### config.mk
export PLATFORM = sky130hd
export DESIGN_NAME = seg_scan_driver
export DESIGN_NICKNAME = d
export VERILOG_FILES = /design/src/rtl/kt_disp_pkg.sv /design/src/rtl/bin60_to_bcd.sv /design/src/rtl/seg_scan_driver.sv
export SDC_FILE = /design/constraint.sdc
export NUM_CORES = 1
export LEC_CHECK = 0
export CAP_MARGIN = 20
export CORE_MARGIN = 1.5
export CORE_UTILIZATION = 55
export CTS_CLUSTER_DIAMETER = 200
export DETAILED_ROUTE_END_ITERATION = 6
export DONT_BUFFER_PORTS = 1
export HOLD_SLACK_MARGIN = 0.05
export PLACE_DENSITY = 0.73
export SKIP_CTS_REPAIR_TIMING = 1
export SYNTH_ARGS = -nofsm -noshare
export SYNTH_HDL_FRONTEND = slang
export SYNTH_SLANG_ARGS = --single-unit
export TNS_END_PERCENT = 10
### constraint.sdc
create_clock -name clk -period 2.8 [get_ports clk]
set_input_delay 0.14 -clock clk [delete_from_list [all_inputs] [get_ports clk]]
set_output_delay 0.14 -clock clk [all_outputs]
set_load 0.05 [all_outputs]
### src/rtl/kt_disp_pkg.sv
// kt_disp_pkg: active-low 7-seg encodings (bit0=a .. bit6=g), anode constants
// and a digit-to-segment helper for the kitchen timer display.
package kt_disp_pkg;
   typedef logic [1:0] digit_idx_t;
   localparam logic [6:0] SEG_0    = 7'h40;
   localparam logic [6:0] SEG_1    = 7'h79;
   localparam logic [6:0] SEG_2    = 7'h24;
   localparam logic [6:0] SEG_3    = 7'h30;
   localparam logic [6:0] SEG_4    = 7'h19;
   localparam logic [6:0] SEG_5    = 7'h12;
   localparam logic [6:0] SEG_6    = 7'h02;
   localparam logic [6:0] SEG_7    = 7'h78;
   localparam logic [6:0] SEG_8    = 7'h00;
   localparam logic [6:0] SEG_9    = 7'h10;
   localparam logic [6:0] SEG_DASH = 7'h3F;
   localparam logic [6:0] SEG_OFF  = 7'h7F;
   localparam logic [3:0] AN_OFF   = 4'hF;

   function automatic logic [6:0] seg_of(input logic [3:0] d);
      return d == 4'd0 ? SEG_0 : d == 4'd1 ? SEG_1 : d == 4'd2 ? SEG_2 :
             d == 4'd3 ? SEG_3 : d == 4'd4 ? SEG_4 : d == 4'd5 ? SEG_5 :
             d == 4'd6 ? SEG_6 : d == 4'd7 ? SEG_7 : d == 4'd8 ? SEG_8 :
             d == 4'd9 ? SEG_9 : SEG_OFF;
   endfunction
endpackage

### src/rtl/bin60_to_bcd.sv
// bin60_to_bcd: combinational 6-bit binary to two BCD digits, flagging values above 59.
module bin60_to_bcd (
   input  logic [5:0] i_bin,
   output logic [3:0] o_tens,
   output logic [3:0] o_ones,
   output logic       o_oor
);
   always_comb begin
      o_tens = i_bin >= 6'd50 ? 4'd5 : i_bin >= 6'd40 ? 4'd4 : i_bin >= 6'd30 ? 4'd3 :
               i_bin >= 6'd20 ? 4'd2 : i_bin >= 6'd10 ? 4'd1 : 4'd0;
      o_ones = 4'(i_bin - 6'({2'b00, o_tens} * 6'd10));
      o_oor  = i_bin > 6'd59;
   end
endmodule

### src/rtl/seg_scan_driver.sv
// seg_scan_driver: multiplexes MM:SS onto four common-anode digits with 1 Hz expiry blink.
// Optional LEADING_ZERO_BLANK_EN blanks the minutes-tens digit when it is zero.
module seg_scan_driver
   import kt_disp_pkg::*;
#(
   parameter int SCAN_DIV  = 100_000,
   parameter int BLINK_DIV = 50_000_000
) (
   input  logic       clk,
   input  logic       reset,
   input  logic       disp_en,
   input  logic [5:0] minutes,
   input  logic [5:0] seconds,
   input  logic       time_up,
   output logic [6:0] cathode,
   output logic [3:0] AN
);
   localparam int SW = $clog2(SCAN_DIV);
   localparam int BW = $clog2(BLINK_DIV);

   logic [SW-1:0] r_scan;
   logic [BW-1:0] r_bcnt;
   digit_idx_t    r_idx;
   logic [5:0]    r_min, r_sec;
   logic          r_hide;
   logic [6:0]    r_cath;
   logic [3:0]    r_an;

   logic [3:0] w_min_t, w_min_o, w_sec_t, w_sec_o, w_digit, w_an;
   logic       w_min_oor, w_sec_oor, w_tick, w_bwrap, w_hide, w_blank, w_dash;
   logic [6:0] w_cath;

   bin60_to_bcd u_min (.i_bin(r_min), .o_tens(w_min_t), .o_ones(w_min_o), .o_oor(w_min_oor));
   bin60_to_bcd u_sec (.i_bin(r_sec), .o_tens(w_sec_t), .o_ones(w_sec_o), .o_oor(w_sec_oor));

   always_comb begin
      w_tick  = r_scan == SW'(SCAN_DIV - 1);
      w_bwrap = r_bcnt == BW'(BLINK_DIV - 1);
      // Gating with time_up makes the display visible on the very edge after time_up falls
      w_hide  = time_up && r_hide;
      w_digit = r_idx == 2'd0 ? w_sec_o : r_idx == 2'd1 ? w_sec_t :
                r_idx == 2'd2 ? w_min_o : w_min_t;
      w_dash  = r_idx[1] ? w_min_oor : w_sec_oor;
`ifdef LEADING_ZERO_BLANK_EN
      w_blank = r_idx == 2'd3 && w_min_t == 4'd0 && !w_min_oor;
`else
      w_blank = 1'b0;
`endif
      w_an    = (!disp_en || w_hide || w_blank) ? AN_OFF : ~(4'b0001 << r_idx);
      w_cath  = (!disp_en || w_blank) ? SEG_OFF : w_dash ? SEG_DASH : seg_of(w_digit);
   end

   always_ff @(posedge clk) begin
      if (reset) begin
         r_scan <= '0;
         r_idx  <= '0;
         r_min  <= '0;
         r_sec  <= '0;
         r_bcnt <= '0;
         r_hide <= 1'b0;
         r_cath <= SEG_OFF;
         r_an   <= AN_OFF;
      end else begin
         r_scan <= w_tick ? '0 : r_scan + 1'b1;
         if (w_tick) r_idx <= r_idx + 1'b1;
         if (w_tick && r_idx == 2'd3) begin
            r_min <= minutes;
            r_sec <= seconds;
         end
         r_bcnt <= (time_up && !w_bwrap) ? r_bcnt + 1'b1 : '0;
         r_hide <= time_up && (r_hide ^ w_bwrap);
         r_cath <= w_cath;
         r_an   <= w_an;
      end
   end

   assign cathode = r_cath;
   assign AN      = r_an;
endmodule

======== Yosys cells after proc, flatten, opt, wreduce, memory -nomap -nowiden ========
Cells that the tools add are included.
storage, ports and cells
  register bits after elaboration ......... 69
  input port bits ......................... 16
operators by class
  bitwise operators ....................... 4
  muxes and demuxes ....................... 25
  shift-type cells ........................ 1
  $lt $le $gt $ge ......................... 12
  equal/unequal tests ..................... 14
  multipliers ............................. 2
  reduce and logical (&&, ||, !) cells .... 14
  $add $sub $neg .......................... 5
operators with widths
  cell                                                   count
  two-way mux 7 bit                                      11
  two-way mux 4 bit                                      11
  adder 26 x 1 -> 26 bit (second input constant)         1
  == test 26 bit (second input constant)                 1
  >= comparator 6 x 5 -> 1 bit (second input constant)   4
  >= comparator 6 bit (second input constant)            4
  adder 17 x 1 -> 17 bit (second input constant)         1
  == test 17 bit (second input constant)                 1
  == test 4 x 3 -> 1 bit (second input constant)         4
  >= comparator 6 x 4 -> 1 bit (second input constant)   2
  greater-than comparator 6 bit (second input constant)  2
  == test 4 x 2 -> 1 bit (second input constant)         2
  == test 4 bit (second input constant)                  2
  multiplier 4 x 3 -> 3 bit (second input constant)      2
  OR reduction 2 bit                                     4
  subtractor 4 bit                                       2
  == test 2 bit (second input constant)                  2
  == test 4 x 1 -> 1 bit (second input constant)         1
  logical AND 1 bit                                      4
  logical NOT 4 bit                                      1
  NOT 4 bit                                              1
  left shift 1 x 2 -> 4 bit (first input constant)       1
  two-way mux 1 bit                                      3
  OR reduction 3 bit                                     1
  other kinds (7)                                        9

======== Depth between registers and ports, before layout ========
Gate-level depths: netlist (run 1).
  depth after elaboration ................. 23
  mapped depth ............................ 13
  mapped depth without buffers ............ 12

======== Modules after synthesis ========
From an unflattened synthesis (run 1), not the netlist that was laid out.
unflattened totals
  cells, all modules ...................... 410
  area, all modules ....................... 3613.5 µm²
by module, submodules not included
  module           cells an instance  times used  area each (µm²)
  seg_scan_driver  340                1           3110.5
  bin60_to_bcd     35                 2           251.5

======== Least setup slack after synthesis (run 1) ========
Ideal clock, no wire load.
  path kind ............................... register -> register
  from .................................... register r_min[3]
  to ...................................... register r_cath[0], in the netlist cathode[0]
  cell stages (with the launch flop) ...... 14
  period minus slack after synthesis ...... 2.714 ns
  setup slack ............................. 0.086 ns
  setup time .............................. 0.114 ns
  data arrival time ....................... 2.600 ns
  data required time ...................... 2.686 ns
  cells stage by stage .................... dfxtp_1 > buf_2 > and3_1 > a2111o_1 > o211a_1 > ha_1 > inv_1 > fa_1 > a2bb2oi_1 > o211ai_1 > o21ai_1 > and2b_1 > o21ai_0 > a21o_1
between the ends
  word-level cells in the longest chain between the ends .. 22
  elaborated cells between the ends (all ways) .. 38
  classes of those cells .................. add/sub (1); mul (1); order compare (6); eq/ne (9); mux (19); reduce/logical (2)
RTL lines
  element                         line                   source
  from (decl)                     seg_scan_driver.sv:24  logic [5:0] r_min, r_sec;
  from (signal assigned)          seg_scan_driver.sv:67  r_min <= minutes;
  >= comparator 6 x 4 -> 1 bit    bin60_to_bcd.sv:10     i_bin >= 6'd20 ? 4'd2 : i_bin >= 6'd10 ? 4'd1 : 4'd0;
  two-way mux 1 bit               bin60_to_bcd.sv:10
  two-way mux 4 bit               bin60_to_bcd.sv:10
  two-way mux 4 bit (3 in a row)  bin60_to_bcd.sv:9      o_tens = i_bin >= 6'd50 ? 4'd5 : i_bin >= 6'd40 ? 4'd4 : i_bin >= 6'd30 ? 4'd3 :
  multiplier 4 x 3 -> 3 bit       bin60_to_bcd.sv:11     o_ones = 4'(i_bin - 6'({2'b00, o_tens} * 6'd10));
  subtractor 4 bit                bin60_to_bcd.sv:11
  two-way mux 4 bit               seg_scan_driver.sv:42  r_idx == 2'd2 ? w_min_o : w_min_t;
  two-way mux 4 bit (2 in a row)  seg_scan_driver.sv:41  w_digit = r_idx == 2'd0 ? w_sec_o : r_idx == 2'd1 ? w_sec_t :
  == test 4 bit                   kt_disp_pkg.sv:23      d == 4'd9 ? SEG_9 : SEG_OFF;
  two-way mux 7 bit               kt_disp_pkg.sv:23
  two-way mux 7 bit (3 in a row)  kt_disp_pkg.sv:22      d == 4'd6 ? SEG_6 : d == 4'd7 ? SEG_7 : d == 4'd8 ? SEG_8 :
  two-way mux 7 bit (3 in a row)  kt_disp_pkg.sv:21      d == 4'd3 ? SEG_3 : d == 4'd4 ? SEG_4 : d == 4'd5 ? SEG_5 :
  two-way mux 7 bit (3 in a row)  kt_disp_pkg.sv:20      return d == 4'd0 ? SEG_0 : d == 4'd1 ? SEG_1 : d == 4'd2 ? SEG_2 :
  to (signal assigned)            seg_scan_driver.sv:72  r_cath <= w_cath;
  to (decl)                       seg_scan_driver.sv:26  logic [6:0] r_cath;
Several ways; a longest one is shown, not always the timed one.
A chain may end at the register's enable or synchronous reset.

======== Worst setup path in the final report (run 1) ========
Ends and elaborated chain as after synthesis.

==> results of run 1 <==
[area by class of cell]
class                   count  area share
well taps                  75     0.02430
clock buffers              10     0.03563
repair buffers             22     0.05183
flip-flops and latches     69      0.3586
multi-input cells         299      0.5031
inverters                  15     0.01458
clock inverters             6     0.01199
[critical path, cell delays in order, from the launching register on]
cell and delay, ns:
dfxtp_2 0.34, nor2b_1 0.14, a2111o_1 0.38, o211a_1 0.14
ha_1 0.18, inv_1 0.06, fa_1 0.41, a2bb2oi_2 0.12
o211ai_1 0.12, o21ai_2 0.13, and2b_2 0.23, o21ai_0 0.09
a21o_1 0.18
[logic make-up (layout without fill, tap and decap cells)]
family,count (synthesis),in the layout
multiplexers,2,2
AO/OA/AOI/OAI,64,64
adder cells (fa/ha/maj),10,10
XOR/XNOR,41,41
AND/OR/NAND/NOR,182,182
flip-flops,69,69
buffers and inverters,31,53
[path summary, 6_finish.rpt]
kind	start	endpoint	slack, ns
hold / removal	disp_en	cathode[6]$_SDFF_PP1_	0.06
setup reg to reg	r_min[3]$_SDFFE_PP0P_	cathode[0]$_SDFF_PP1_	0.17
setup / recovery	r_min[3]$_SDFFE_PP0P_	cathode[0]$_SDFF_PP1_	0.17
hold reg to reg	r_min[0]$_SDFFE_PP0P_	r_min[0]$_SDFFE_PP0P_	0.47
[stage by stage]
stage	hold slack [ns]	area (sq um)	setup WS, ns
after floorplan	0.2737	3461	0.08645
after global placement	0.2075	3516	0.1114
after detailed placement	0.2106	3516	0.03837
after CTS	-0.1641	3700	0.02406
after global routing	0.08879	3862	0.01783
final	0.06165	3862	0.1734
[sequential cells by signal, indices dropped and copies added (netlist names)]
name     flops
r_idx        2
r_sec        6
r_hide       1
AN           4
cathode      7
r_bcnt      26
r_min        6
r_scan      17
[power by group]
| group | total [mW] | internal [mW] | switching [mW] |
|---|---|---|---|
| clock network | 0.744 | 0.349 | 0.395 |
| logic | 0.0520 | 0.0237 | 0.0283 |
| registers | 1.02 | 0.992 | 0.0288 |
| total | 1.82 | 1.36 | 0.452 |
[routing by layer]
layer  vias up  share of wire  track usage
met5         -              0            0
met4         0          0.020       0.1051
met3        11          0.042      0.05604
met2        52           0.43       0.3089
met1      1245           0.51       0.2700
li1       1396              -            -
[cells in the mapped netlist, drive strengths merged, types with 2 or more instances]
master / instances
nand3: 20
and2: 3
or2: 3
a211oi: 2
o22a: 2
a21o: 2
o211ai: 5
a221oi: 3
nand2b: 7
or3: 5
fa: 2
inv: 15
nor4: 3
nand4: 12
dfxtp: 69
nor2: 55
a2bb2oi: 2
and3: 9
nand2: 50
o21ai: 16
clkbuf: 5
xor2: 29
ha: 8
a21oi: 22
xnor2: 12
nor2b: 6
buf: 11
mux2i: 2
==> run summary, run 1 <==
## Detailed routing
* drt via density: 5.452
* first-pass detailed-route iteration total: 5
* count of vias placed by the detailed router: 2704
* DRC: 0
* aggregate routed wire length: 6.286 mm
* Initial DRC Count: 109
* count of nets left with antenna violations after detail routing: 0
* routed wire length per instance: 12.67 um

## STA
* final critical-path share of the clock period: 0.9381
* summed negative setup slack over all endpoints: 0 ns
* setup repair after global routing missed its margin: false
* headroom to the max-slew limit: 0.4073
* Max Clk Rate: 380.7 MHz
* Final Max Slew Viols: 0
* worst setup skew after layout: 0.009997 ns
* Final Setup Violations: 0
* transition time at the pin with the least slew margin: 0.8861 ns
* min Tclk post-route: 2.627 ns
* Final Hold Fails: 0

## Synth
* Synthesized Nets: 425
* multiplexer share of the synthesized area: 0.005785
* area fraction of the dominant cell type after synthesis: 0.3991
* total of warnings raised by yosys: 0
* share of async-settable or async-resettable flops after synthesis: 0
* synthesized-area fraction occupied by ao, oa, aoi and oai cells: 0.1363
* most instantiated flip-flop cell in the synthesis netlist: dfxtp_1
* leading cell types by total area after synthesis: dfxtp_1 40%, xor2_1 7.3%, nor2_1 5.7%
* count of cell types in the netlist: 59
* post-synth top area cell: dfxtp_1
* synthesized-area fraction occupied by adder cells: 0.04049
* Post-Synthesis Cell Area: 0.003461 sq mm
* Post-Synthesis Mean Instance Area: 8.674 sq um
* simple logic cell fraction of the synthesized area: 0.2697
* synthesized netlist cell count: 399
* portion of the post-synthesis area used by sequential elements: 0.3991
* largest family of logic cells by synthesized area: simple AND/OR/NAND/NOR gates
* Synth Register Bits: 69
* fraction of synthesized cell area in xor and xnor cells: 0.1038
* number of flops mapped to enable cells by yosys: 0

## GRT
* via count of the first global-routing pass: 2469
* initial antenna violation count: 0
* All-Layer GR Usage: 0.2061
* largest net degree at the start of global routing: 26
* overflow left after global routing: 0
* first-pass GRT wire length: 10.66 mm

## Cells and area
* top library cells by usage in the layout, fill and taps aside: 66 x dfxtp_1, 53 x nor2_1, 39 x nand2_1
* most common library cell in the layout ignoring fill and taps: dfxtp_1
* non-filler cells in the finished layout: 496
* area occupied by multi-input gates: 0.001943 sq mm
* number of fill cells in the layout: 528
* antenna diode instance count: 0
* Sequential Area: 0.001385 sq mm
* fraction of final layout cells with drive strength greater than 1: 0.1663
* final layout net count: 442
* final core utilization: 0.6447
* area growth from synthesis to final layout: 11.61%

## Run status
* status: finished, final reports clean

## Setup path
* class of the most critical setup path: reg -> reg
* arrival time of the worst setup path: 2.87 ns
* count of cells along the worst register-to-register path: 12
* kind of end point of the critical path: flop
* worst-path fanout max: 6
* category of the worst setup path launch point: flop
* critical path required time: 3.05 ns

## Place
* DP Cell Count: 466
* detailed placer's ending HPWL: 4.452 mm
* Placer Congestion: 0.8810
* port bufs: 0

## Die
* die width: 82.33 um
* Site Rows: 28
* effective utilization at floorplan: 0.5777
* die boundary height: 82.33 um
* area of the core: 0.005991 sq mm
* IO Pins: 27
* die area: 0.006777 sq mm

## Power
* leakage power: 1.379 nW
* worst vdd rail ir drop: 0.3092 mV
* Final Total Pwr: 1.817 mW
* PwrDens: 470.4 mW/mm^2

## Clocking
* TritonCTS sink count: 69
* CTS Root Cell: clkbuf_8
* clock tree from TritonCTS: yes
* CTS clk-pin slew, worst paths: 0.08 ns
* depth of the CTS H-tree: 3
* number of buffers added by the clock tree synthesis step: 9
* maximum count of clock buffers along a single path: 2
* later-pin clock latency in the skew report: 0.35 ns

## Hold path
* class of the tightest hold or removal check: in -> reg
* hold-critical path depth: 3

## Run
* count of max-cap constraint violations: 0

No activity file was read; power rests on OpenSTA's default activity.
==> run 2, diff against run 1 <==
- PLACE_DENSITY: 0.73 -> default
- PLACE_DENSITY_LB_ADDON: default -> 0.2
==> run summary, run 2 (synthesis gave the netlist of run 1 again) <==
## Detailed routing
* first-pass detailed-route iteration total: 4, was 5
* aggregate routed wire length: 6.350 mm, was 6.286 mm
* drt via density: 5.374, was 5.452
* Initial DRC Count: 69, was 109
* DRC: 0, unchanged
* count of vias placed by the detailed router: 2671, was 2704
* count of nets left with antenna violations after detail routing: 0, unchanged
* routed wire length per instance: 12.78 um, was 12.67 um

## Die
* die area: 0.006777 sq mm, unchanged
* die boundary height: 82.33 um, unchanged
* IO Pins: 27, unchanged
* Site Rows: 28, unchanged
* area of the core: 0.005991 sq mm, unchanged
* effective utilization at floorplan: 0.5777, unchanged
* die width: 82.33 um, unchanged

## Cells and area
* flip-flop count of the largest register after layout: 26, unchanged
* most common library cell in the layout ignoring fill and taps: dfxtp_1, unchanged
* area growth from synthesis to final layout: 13.88%, was 11.61%
* non-filler cells in the finished layout: 497, was 496
* antenna diode instance count: 0, unchanged
* top library cells by usage in the layout, fill and taps aside: 66 x dfxtp_1, 53 x nor2_1, 39 x nand2_1, unchanged
* final core utilization: 0.6579, was 0.6447
* register containing the most flip-flops in the final layout: r_bcnt, unchanged
* fraction of final layout cells with drive strength greater than 1: 0.1682, was 0.1663
* final layout net count: 444, was 442

## Place
* port bufs: 0, unchanged
* DP Cell Count: 466, unchanged
* detailed placer's ending HPWL: 4.486 mm, was 4.452 mm
* Placer Congestion: 0.8338, was 0.8810

## Clocking
* maximum count of clock buffers along a single path: 2, unchanged
* later-pin clock latency in the skew report: 0.34 ns, was 0.35 ns
* clock tree from TritonCTS: yes, unchanged
* depth of the CTS H-tree: 3, unchanged
* TritonCTS sink count: 69, unchanged
* number of buffers added by the clock tree synthesis step: 9, unchanged
* CTS Root Cell: clkbuf_8, unchanged
* CTS clk-pin slew, worst paths: 0.07 ns, was 0.08 ns

## STA
* transition time at the pin with the least slew margin: 0.8350 ns, was 0.8861 ns
* summed negative setup slack over all endpoints: 0 ns, unchanged
* Final Hold Fails: 0, unchanged
* final hold slack: 0.09133 ns, was 0.06165 ns
* headroom to the max-slew limit: 0.4415, was 0.4073
* Final Max Slew Viols: 0, unchanged
* Final Setup Violations: 0, unchanged
* min Tclk post-route: 2.738 ns, was 2.627 ns
* Max Clk Rate: 365.2 MHz, was 380.7 MHz
* worst setup skew after layout: 0.01080 ns, was 0.009997 ns
* final critical-path share of the clock period: 0.9779, was 0.9381

## Setup path
* worst-path fanout max: 6, unchanged
* reg-to-reg setup timing slack: 0.06 ns, was 0.17 ns
* category of the worst setup path launch point: flop, unchanged
* kind of end point of the critical path: flop, unchanged
* reg2reg end: cathode[1]$_SDFF_PP1_, was cathode[0]$_SDFF_PP1_
* count of cells along the worst register-to-register path: 13, was 12
* class of the most critical setup path: reg -> reg, unchanged
* FF-to-FF Start: r_min[3]$_SDFFE_PP0P_, unchanged
* critical path required time: 3.06 ns, was 3.05 ns
* arrival time of the worst setup path: 3.00 ns, was 2.87 ns

## Power
* Final Total Pwr: 2.054 mW, was 1.817 mW
* leakage power: 1.418 nW, was 1.379 nW
* worst vdd rail ir drop: 0.3963 mV, was 0.3092 mV
* PwrDens: 521.2 mW/mm^2, was 470.4 mW/mm^2

## Hold path
* class of the tightest hold or removal check: in -> reg, unchanged
* hold-critical path endpoint: cathode[6]$_SDFF_PP1_, unchanged
* beginning of the worst hold path: disp_en, unchanged
* hold-critical path depth: 3, unchanged

## Run status
* status: finished, final reports clean, unchanged

## GRT
* via count of the first global-routing pass: 2343, was 2469
* first-pass GRT wire length: 10.35 mm, was 10.66 mm
* initial antenna violation count: 0, unchanged
* All-Layer GR Usage: 0.1983, was 0.2061
* largest net degree at the start of global routing: 26, unchanged
* overflow left after global routing: 0, unchanged

## Run
* count of max-cap constraint violations: 0, unchanged

==> run 2: changes by cell type in the layout (fill, tap and decap cells not counted), moves of 2 or more <==
| cell | previous run | this run |
|---|---|---|
| buf_4 | 8 | 10 |
| bufinv_16 | 0 | 3 |
| clkinvlp_4 | 2 | 0 |
| clkinv_4 | 2 | 0 |
==> run 2: worst max path at each step <==
stage | startpoint | to | slack (ns) | cells past startpoint
2_1_floorplan | r_min[3]$_SDFFE_PP0P_ | cathode[0]$_SDFF_PP1_ | 0.09 | 13
3_3_place_gp | r_min[3]$_SDFFE_PP0P_ | cathode[0]$_SDFF_PP1_ | 0.10 | 12
3_5_place_dp | r_min[3]$_SDFFE_PP0P_ | cathode[0]$_SDFF_PP1_ | 0.05 | 12
4_1_cts | r_min[3]$_SDFFE_PP0P_ | cathode[0]$_SDFF_PP1_ | 0.02 | 12
5_1_grt | r_min[3]$_SDFFE_PP0P_ | cathode[1]$_SDFF_PP1_ | -0.05 | 13
6_report | r_min[3]$_SDFFE_PP0P_ | cathode[1]$_SDFF_PP1_ | 0.06 | 13
==> run 2: area by class of cell <==
| type | instances | area (sq um) |
|---|---|---|
| timing repair buffer | 24 | 215.2 |
| sequential | 69 | 1385 |
| clock inverter | 4 | 95.09 |
| fill | 488 | 2049 |
| clock buffer | 11 | 151.4 |
| multi-input combinational | 299 | 1944 |
| inverter | 15 | 56.30 |
| tap | 75 | 93.84 |
==> run 2: where the power goes <==
| group | switching (mW) | internal (mW) |
|---|---|---|
| combinational | 0.0272 | 0.0237 |
| sequential | 0.0288 | 0.993 |
| clock | 0.348 | 0.634 |
| total | 0.404 | 1.65 |
==> run 2: stage by stage <==
step | setup WS [ns] | area, sq um
global route | -0.04516 | 3941
detailed placement | 0.05199 | 3516
floorplan | 0.08645 | 3461
finish | 0.06202 | 3941
CTS | 0.02382 | 3762
global placement | 0.1001 | 3516
==> run 2: critical path, stage by stage, from the launching register on <==
cell and delay, ns:
dfxtp_2 0.37, and3b_1 0.18, o21ai_0 0.15, o211a_1 0.19
ha_1 0.14, inv_1 0.05, fa_1 0.49, a2bb2oi_2 0.05
o211ai_1 0.25, o21ai_2 0.12, buf_4 0.15, a211oi_1 0.27
mux2i_1 0.15, o211ai_1 0.11
==> run 2: routing by layer <==
layer  global-route usage  up-vias  routed length (um)
met5                    0        -                   0
met4              0.07119        0                 100
met3              0.05604       12                 202
met2               0.3008       36                2745
met1               0.2677     1222                3301
li1                     -     1401                   -
